--- src/rtl/alu_seq.sv ---
// alu_seq: registered, valid/ready handshaked ALU with NZCV flags.
// Single-cycle ops register their result on the accept edge; MUL runs an
// iterative shift-add over a 2*WIDTH-bit product, one step per cycle.
module alu_seq #(
    parameter int WIDTH = 8
) (
    input  logic             clk,
    input  logic             rst_n,
    input  logic             in_valid,
    output logic             in_ready,
    input  logic [WIDTH-1:0] A,
    input  logic [WIDTH-1:0] B,
    input  logic [3:0]       ALU_Sel,
    output logic             out_valid,
    input  logic             out_ready,
    output logic [WIDTH-1:0] Result,
    output logic             CarryOut,
    output logic             Zero,
    output logic             Negative,
    output logic             Overflow
);

    localparam int SHW = $clog2(WIDTH);
    localparam logic [SHW:0]   WBITS    = (SHW+1)'(WIDTH);
    localparam logic [SHW-1:0] CNT_LAST = SHW'(WIDTH - 1);

    typedef enum logic [1:0] {
        IDLE,
        MUL,
        DONE
    } state_t;

    typedef enum logic [3:0] {
        OP_ADD = 4'b0000,
        OP_SUB = 4'b0001,
        OP_AND = 4'b0010,
        OP_OR  = 4'b0011,
        OP_XOR = 4'b0100,
        OP_NOR = 4'b0101,
        OP_SLL = 4'b0110,
        OP_SRL = 4'b0111,
        OP_SRA = 4'b1000,
        OP_ROL = 4'b1001,
        OP_MUL = 4'b1010
    } op_t;

    state_t state;

    // Shift/rotate amount taken from the low bits of B.
    logic [SHW-1:0] amt;

    // Datapath intermediates, one extra bit to capture carry/shift-out.
    logic [WIDTH:0]        sum_add;
    logic [WIDTH:0]        sum_sub;
    logic [WIDTH:0]        sll_t;
    logic [WIDTH:0]        srl_t;
    logic signed [WIDTH:0] sra_t;
    logic [WIDTH-1:0]      rol_t;

    logic [WIDTH-1:0] res_c;
    logic             carry_c;
    logic             ovf_c;

    // Multiplier state.
    logic [2*WIDTH-1:0] mcand;
    logic [WIDTH-1:0]   mplier;
    logic [2*WIDTH-1:0] acc;
    logic [SHW-1:0]     cnt;
    logic [2*WIDTH-1:0] mul_next;

    assign amt     = B[SHW-1:0];
    assign sum_add = {1'b0, A} + {1'b0, B};
    assign sum_sub = {1'b0, A} - {1'b0, B};
    // SLL: bit WIDTH is the last bit shifted out (A[WIDTH-amt]).
    assign sll_t   = {1'b0, A} << amt;
    // SRL/SRA: bit 0 of the extended vector is the last bit shifted out (A[amt-1]).
    assign srl_t   = {A, 1'b0} >> amt;
    assign sra_t   = $signed({A, 1'b0}) >>> amt;
    // For amt==0 the right-shift term shifts by WIDTH and vanishes, leaving A.
    assign rol_t   = (A << amt) | (A >> (WBITS - {1'b0, amt}));

    assign mul_next = acc + (mplier[0] ? mcand : '0);

    // Combinational result and carry/overflow for all single-cycle ops.
    always_comb begin
        res_c   = '0;
        carry_c = 1'b0;
        ovf_c   = 1'b0;
        case (op_t'(ALU_Sel))
            OP_ADD: begin
                res_c   = sum_add[WIDTH-1:0];
                carry_c = sum_add[WIDTH];
                ovf_c   = (A[WIDTH-1] == B[WIDTH-1]) && (sum_add[WIDTH-1] != A[WIDTH-1]);
            end
            OP_SUB: begin
                res_c   = sum_sub[WIDTH-1:0];
                carry_c = sum_sub[WIDTH];
                ovf_c   = (A[WIDTH-1] != B[WIDTH-1]) && (sum_sub[WIDTH-1] != A[WIDTH-1]);
            end
            OP_AND: res_c = A & B;
            OP_OR:  res_c = A | B;
            OP_XOR: res_c = A ^ B;
            OP_NOR: res_c = ~(A | B);
            OP_SLL: begin
                res_c   = sll_t[WIDTH-1:0];
                carry_c = sll_t[WIDTH];
            end
            OP_SRL: begin
                res_c   = srl_t[WIDTH:1];
                carry_c = srl_t[0];
            end
            OP_SRA: begin
                res_c   = sra_t[WIDTH:1];
                carry_c = sra_t[0];
            end
            OP_ROL: begin
                res_c   = rol_t;
                carry_c = (amt != '0) ? rol_t[0] : 1'b0;
            end
            default: begin
                res_c   = '0;
                carry_c = 1'b0;
                ovf_c   = 1'b0;
            end
        endcase
    end

    // Control FSM with registered handshake outputs, result and flags.
    always_ff @(posedge clk or negedge rst_n) begin
        if (!rst_n) begin
            state     <= IDLE;
            in_ready  <= 1'b1;
            out_valid <= 1'b0;
            Result    <= '0;
            CarryOut  <= 1'b0;
            Zero      <= 1'b0;
            Negative  <= 1'b0;
            Overflow  <= 1'b0;
            mcand     <= '0;
            mplier    <= '0;
            acc       <= '0;
            cnt       <= '0;
        end else begin
            case (state)
                IDLE: begin
                    if (in_valid) begin
                        in_ready <= 1'b0;
                        if (ALU_Sel == OP_MUL) begin
                            mcand  <= {{WIDTH{1'b0}}, A};
                            mplier <= B;
                            acc    <= '0;
                            cnt    <= '0;
                            state  <= MUL;
                        end else begin
                            Result    <= res_c;
                            CarryOut  <= carry_c;
                            Overflow  <= ovf_c;
                            Zero      <= (res_c == '0);
                            Negative  <= res_c[WIDTH-1];
                            out_valid <= 1'b1;
                            state     <= DONE;
                        end
                    end
                end
                MUL: begin
                    acc    <= mul_next;
                    mcand  <= mcand << 1;
                    mplier <= mplier >> 1;
                    cnt    <= cnt + SHW'(1);
                    if (cnt == CNT_LAST) begin
                        Result    <= mul_next[WIDTH-1:0];
                        CarryOut  <= |mul_next[2*WIDTH-1:WIDTH];
                        Overflow  <= 1'b0;
                        Zero      <= (mul_next[WIDTH-1:0] == '0);
                        Negative  <= mul_next[WIDTH-1];
                        out_valid <= 1'b1;
                        state     <= DONE;
                    end
                end
                DONE: begin
                    if (out_ready) begin
                        out_valid <= 1'b0;
                        in_ready  <= 1'b1;
                        state     <= IDLE;
                    end
                end
                default: begin
                    state     <= IDLE;
                    in_ready  <= 1'b1;
                    out_valid <= 1'b0;
                end
            endcase
        end
    end

endmodule
--- config.mk ---
export PLATFORM = sky130hd
export DESIGN_NAME = alu_seq
export DESIGN_NICKNAME = d
export VERILOG_FILES = /design/src/rtl/alu_seq.sv
export SDC_FILE = /design/constraint.sdc
export NUM_CORES = 1
export LEC_CHECK = 0
export ABC_AREA = 1
export CAP_MARGIN = 10
export CORE_ASPECT_RATIO = 0.7
export CORE_MARGIN = 2
export CORE_UTILIZATION = 40
export CTS_CLUSTER_DIAMETER = 50
export CTS_CLUSTER_SIZE = 16
export DETAILED_ROUTE_END_ITERATION = 6
export GPL_TIMING_DRIVEN = 0
export PLACE_DENSITY = 0.62
export SLEW_MARGIN = 20
export SYNTH_ARGS = -nofsm -noshare
export SYNTH_HDL_FRONTEND = slang
export SYNTH_SLANG_ARGS = --single-unit
--- constraint.sdc ---
create_clock -name clk -period 2.4 [get_ports clk]
set_clock_uncertainty 0.05 [all_clocks]
set_input_delay 0.36 -clock clk [delete_from_list [all_inputs] [get_ports clk]]
set_output_delay 0.36 -clock clk [all_outputs]
set_load 0.01 [all_outputs]
# --- Word level (Yosys, flattened, before mapping) ---
# Cells that the tools add are included.
totals:
  output_inout_bits: 14
  elab_cells: 114
  regBits: 59
  inputBits: 24
classes:
  reduce_logical: 14
  mux: 50
  bitwise: 6
  eq_ne: 22
  n_shift: 5
  n_addsub: 5
ops:
  columns: ["cell", "count"]
  rows:
  - ["$mux 16", 5]
  - ["$pmux 8 s10", 1]
  - ["$pmux 16 s2", 2]
  - ["$mux 8", 5]
  - ["$pmux 8 s2", 2]
  - ["$mux 1", 19]
  - ["$add 16x16->16", 1]
  - ["$eq 4x3->1 const B", 4]
  - ["$logic_not 8->1", 2]
  - ["$or 8x8->8", 2]
  - ["$eq 4x4->1 const B", 3]
  - ["$ne 2x2->1 const B", 5]
  - ["$pmux 1 s2", 5]
  - ["$add 8x8->9", 1]
  - ["$reduce_and 3->1", 3]
  - ["$shl 8x3->9", 1]
  - ["$shr 9x3->9", 1]
  - ["$sshr 9x3->9", 1]
  - ["$sub 8x8->9", 1]
  - ["$and 8x8->8", 1]
  - ["$eq 4x2->1 const B", 2]
  - ["$mux 2", 4]
  - ["$not 8->8", 1]
  - ["$reduce_and 4->1", 2]
  - ["23 further kinds", 28]

# --- Depth between registers and ports, before layout ---
depth:
  word_depth: 8
  depth_mapped: 20
  mapped_depth_nobuf: 17

# --- Worst setup path before layout ---
# No wires, ideal clock.
synth_timing:
  path_type: "register -> register"
  from: "register mplier[0]"
  to: "register CarryOut"
  required_time_ns: 2.285
  arrival_time_ns: 2.328
  slack_ns: -0.043
  setup_time_ns: 0.065
  period_less_slack_ns: 2.443
  path_buffers: 2
  path_stages_with_launch: 16
  path_cell_list: "dfrtp_1 -> clkbuf_1 -> clkbuf_1 -> nand2_1 -> inv_1 -> fa_1 -> nand3_1 -> nand3_1 -> a21oi_1 -> o21ai_0 -> or2_2 -> nand3_1 -> nor2_1 -> nand3_1 -> nand2_1 -> nand2_1"
synth_between:
  elab_chain_cells: 5
synth_rtl:
  columns: ["element", "line", "text"]
  rows:
  - ["from (decl)", "66", "logic [WIDTH-1:0] mplier;"]
  - ["from (signal assigned)", "168", "mplier <= mplier >> 1;"]
  - ["$mux 16", "82", "assign mul_next = acc + (mplier[0] ? mcand : '0);"]
  - ["$add 16x16->16", "82", null]
  - ["$reduce_or 8->1", "172", "CarryOut <= |mul_next[2*WIDTH-1:WIDTH];"]
  - ["$mux 1", "170", "if (cnt == CNT_LAST) begin"]
  - ["$pmux 1 s2", "144", "case (state)"]
  - ["to (signal assigned)", "156", "CarryOut <= carry_c;"]
  - ["to (signal assigned)", "172", null]
  - ["to (decl)", "17", "output logic CarryOut,"]
# Every way passes these cells. The select of a mux whose other input is x is not followed.
# A chain may end at the register's enable or synchronous reset.

# --- Worst setup path in the final report ---
# Same ends and word-level chain as after synthesis.

==> impl_metrics.ini <==
[final_layout]
layout-drive-gt1-share_pct = 18.5
nFillCells = 1421
post-route-util_pct = 52.8
syn_to_final_growth_pct = 27.7
antennaDiodeCount = 0
layout.nets = 1075

[logic_synthesis]
synth-edff-count = 0
syn_area_per_cell_um2 = 6.24
syn_nets = 1007
synthCells = 935
syn_area_mm2 = 0.00583
synth_warnings = 0
async_flop_share_pct = 100
ys_ff_latch = 58
synth.distinct_cells = 39
synth-seq-area-share_pct = 24.9
synthFlopType = dfrtp_1

[die]
ios = 38
start_util_pct = 41.4
rows = 36
die_w_um = 148
die_area_mm2 = 0.0156
die_h_um = 105
core-area_mm2 = 0.0141

[cts]
cts-root-buf = clkbuf_16
worst_skew_pair.late_latency_ps = 330
clock_path_buffers = 2
cts_made_buffers = 9
cts.clk_slew.worst_paths_ps = 50
ctsHtreeMaxLevel = 3
clock-sinks = 58
tritoncts = yes

[routing]
drtAntennaViolNets = 0
vias = 6426
viasPerCell = 5.37
routed_wl_mm = 20.3
drtIter0Drc = 792
wl_per_cell_um = 17.0
drt_pass1_iterations = 6
drc = 0

[setup_path]
critical_path_peak_fanout = 10
crit_path_end_kind = flip-flop
crit_arrival_ps = 2560
start_kind = flip-flop
worstPathRequired_ps = 2620
worstSetupPathType = reg2reg

[timing]
fin_ws_ps = 51.8
slew_violations = 0
min_period_over_period_pct = 97.8
slew_headroom_pct = 56.6
tightest_slew_ps = 652
setup_violations = 0
finalHoldViolCount = 0
fmax_mhz = 426
finalCriticalPeriod_ps = 2350
grt_setup_unrepaired = yes

[grt]
grt.total_usage_pct = 25.8
grt_pass1_wl_mm = 31.1
overflow = 0
first_global_vias = 5621
antenna_found_initial = 0
grt_max_degree = 39

[place]
post-place-ws_ps = -1140
hpwl_mm = 15.4
gp_congestion = 0.971
portBuffers = 37

[pwr]
power_density_mw_per_mm2 = 1080
p_leak_uw = 0.00387
ir_drop_uv = 569

[status]
status = complete, no violations

[job]
drv_cap = 0

[worst_hold_path]
min_path_type = in2reg
[critical path, cell delays in order (launching register included)]
cell     delay, ps
dfrtp_2        440
buf_8          150
nand2_2         80
inv_1           80
ha_4           310
nand2_2         80
inv_1           60
nand2_1         70
or2_2          300
o21ai_2        200
xor2_1         170
inv_1           80
nand3_2         90
nand2_1         50
nand2_1         60
[cells by family after synthesis]
group                    share of synthesized area (%)
AND/OR/NAND/NOR                                   39.4
buffers and inverters                             10.9
AO/OA/AOI/OAI                                     12.5
flip-flops                                        24.9
adder cells (fa/ha/maj)                           10.7
XOR/XNOR                                          1.65
[power breakdown]
| part | total, uW | internal, uW | leakage [uW] | switching [uW] |
|---|---|---|---|---|
| Combinational | 4910 | 1980 | 0.00300 | 2930 |
| Clock | 1320 | 880 | 0.000152 | 441 |
| Sequential | 1820 | 1470 | 0.000714 | 350 |
| Total | 8050 | 4330 | 0.00387 | 3720 |
[per-stage QoR]
stage / instances / power, uW / setup TNS (ps) / hold WS, ps / instance area [um2]
6_report: 1197 / 8050 / 0 / 333 / 7450
5_1_grt: 1197 / 8670 / -117 / 369 / 7450
4_1_cts: 1181 / 7250 / 0 / 359 / 6920
3_5_place_dp: 1163 / 5690 / -9990 / 223 / 6460
3_3_place_gp: 1162 / 5650 / -69640 / 421 / 6440
2_1_floorplan: 935 / 4500 / 0 / 14.4 / 5840
[routing by layer]
layer | GRT usage (%) | vias to the layer above | part of all wire, %
li1 | - | 3159 | -
met1 | 41.5 | 2972 | 50
met3 | 7.38 | 16 | 11
met5 | 0 | - | 0
met2 | 33.7 | 279 | 39
met4 | 4.01 | 0 | 0.79
[timing repair]
item	4_1_cts	5_1_grt
hold buffers	1	0
setup endpoints to repair	16	10
hold endpoints to repair	20	0
pin swaps	4	30
buffers inserted	3	16
resized for setup	61	118
[flip-flops by register name, summed over array words and instances (netlist names)]
name       flops
acc           16
mcand         16
mplier         8
Result         7
cnt            3
state          2
CarryOut       1
Negative       1
Overflow       1
Zero           1
in_ready       1
out_valid      1
[path summary, 6_finish.rpt]
path                       slack, ps       from  depth (start not counted)   endpoint
max                               50  mplier[0]                         14   CarryOut
max reg2reg                       50  mplier[0]                         14   CarryOut
min                              330       B[5]                          3  mplier[5]
min reg2reg                      440     acc[0]                          2     acc[0]
max in group asynchronous       1330      rst_n                          3   in_ready
min in group asynchronous        420      rst_n                          2     acc[3]
[placed cells by master (no fill, tap or decap), drive strengths merged]
| cell type | count |
|---|---|
| buf | 45 |
| a22o | 4 |
| nor3 | 2 |
| or2 | 5 |
| clkbuf | 27 |
| o22ai | 8 |
| dlymetal6s2s | 5 |
| bufinv | 1 |
| nand3b | 8 |
| nor2 | 97 |
| a21oi | 30 |
| nand4 | 14 |
| dfstp | 1 |
| xor2 | 9 |
| clkdlybuf4s50 | 21 |
| dlygate4sd3 | 1 |
| o211ai | 16 |
| nor4 | 1 |
| nand2 | 308 |
| xnor2 | 2 |
| clkinv | 2 |
| fa | 3 |
| inv | 125 |
| nor3b | 2 |
| a21o | 5 |
| o21ai | 52 |
| ha | 45 |
| nand3 | 100 |
| o21bai | 4 |
| a31oi | 6 |
| clkdlybuf4s15 | 1 |
| dfrtp | 57 |
[area by class of cell]
| cell class | instances | area (um2) | area share, % |
|---|---|---|---|
| Timing Repair Buffer | 58 | 536 | 7.19 |
| Multi-Input combinational cell | 721 | 4190 | 56.2 |
| Tap cell | 190 | 238 | 3.19 |
| Sequential cell | 58 | 1450 | 19.5 |
| Clock buffer | 13 | 270 | 3.63 |
| Inverter | 126 | 483 | 6.48 |
| Clock inverter | 2 | 35.0 | 0.470 |
| Buffer | 29 | 244 | 3.28 |
[synth_stat cells (2+ instances only)]
cell,instances,area share (%)
nor2_1,85,5.5
a22o_1,4,0.60
nor3_1,2,0.17
dfrtp_1,57,24
clkbuf_1,10,0.64
inv_1,115,7.4
o211ai_1,16,2.1
inv_2,10,0.64
a31oi_1,6,0.64
o21bai_1,4,0.51
nand2_1,304,20
fa_1,3,1.0
nand3b_1,8,1.0
xor2_1,9,1.4
or2_2,4,0.43
nand3_2,2,0.34
buf_4,3,0.39
buf_6,3,0.58
a21o_1,5,0.64
a21oi_1,30,2.6
nand3_1,98,8.4
buf_2,13,1.1
nand4_1,14,1.5
o21ai_0,45,3.9
xnor2_1,2,0.30
o21ai_2,2,0.30
ha_1,45,9.7
o21ai_1,5,0.43
nor2_2,10,1.1
nor2_4,2,0.39
o22ai_1,8,0.86
nand2_2,4,0.43
No activity file was read; power rests on OpenSTA's default activity.
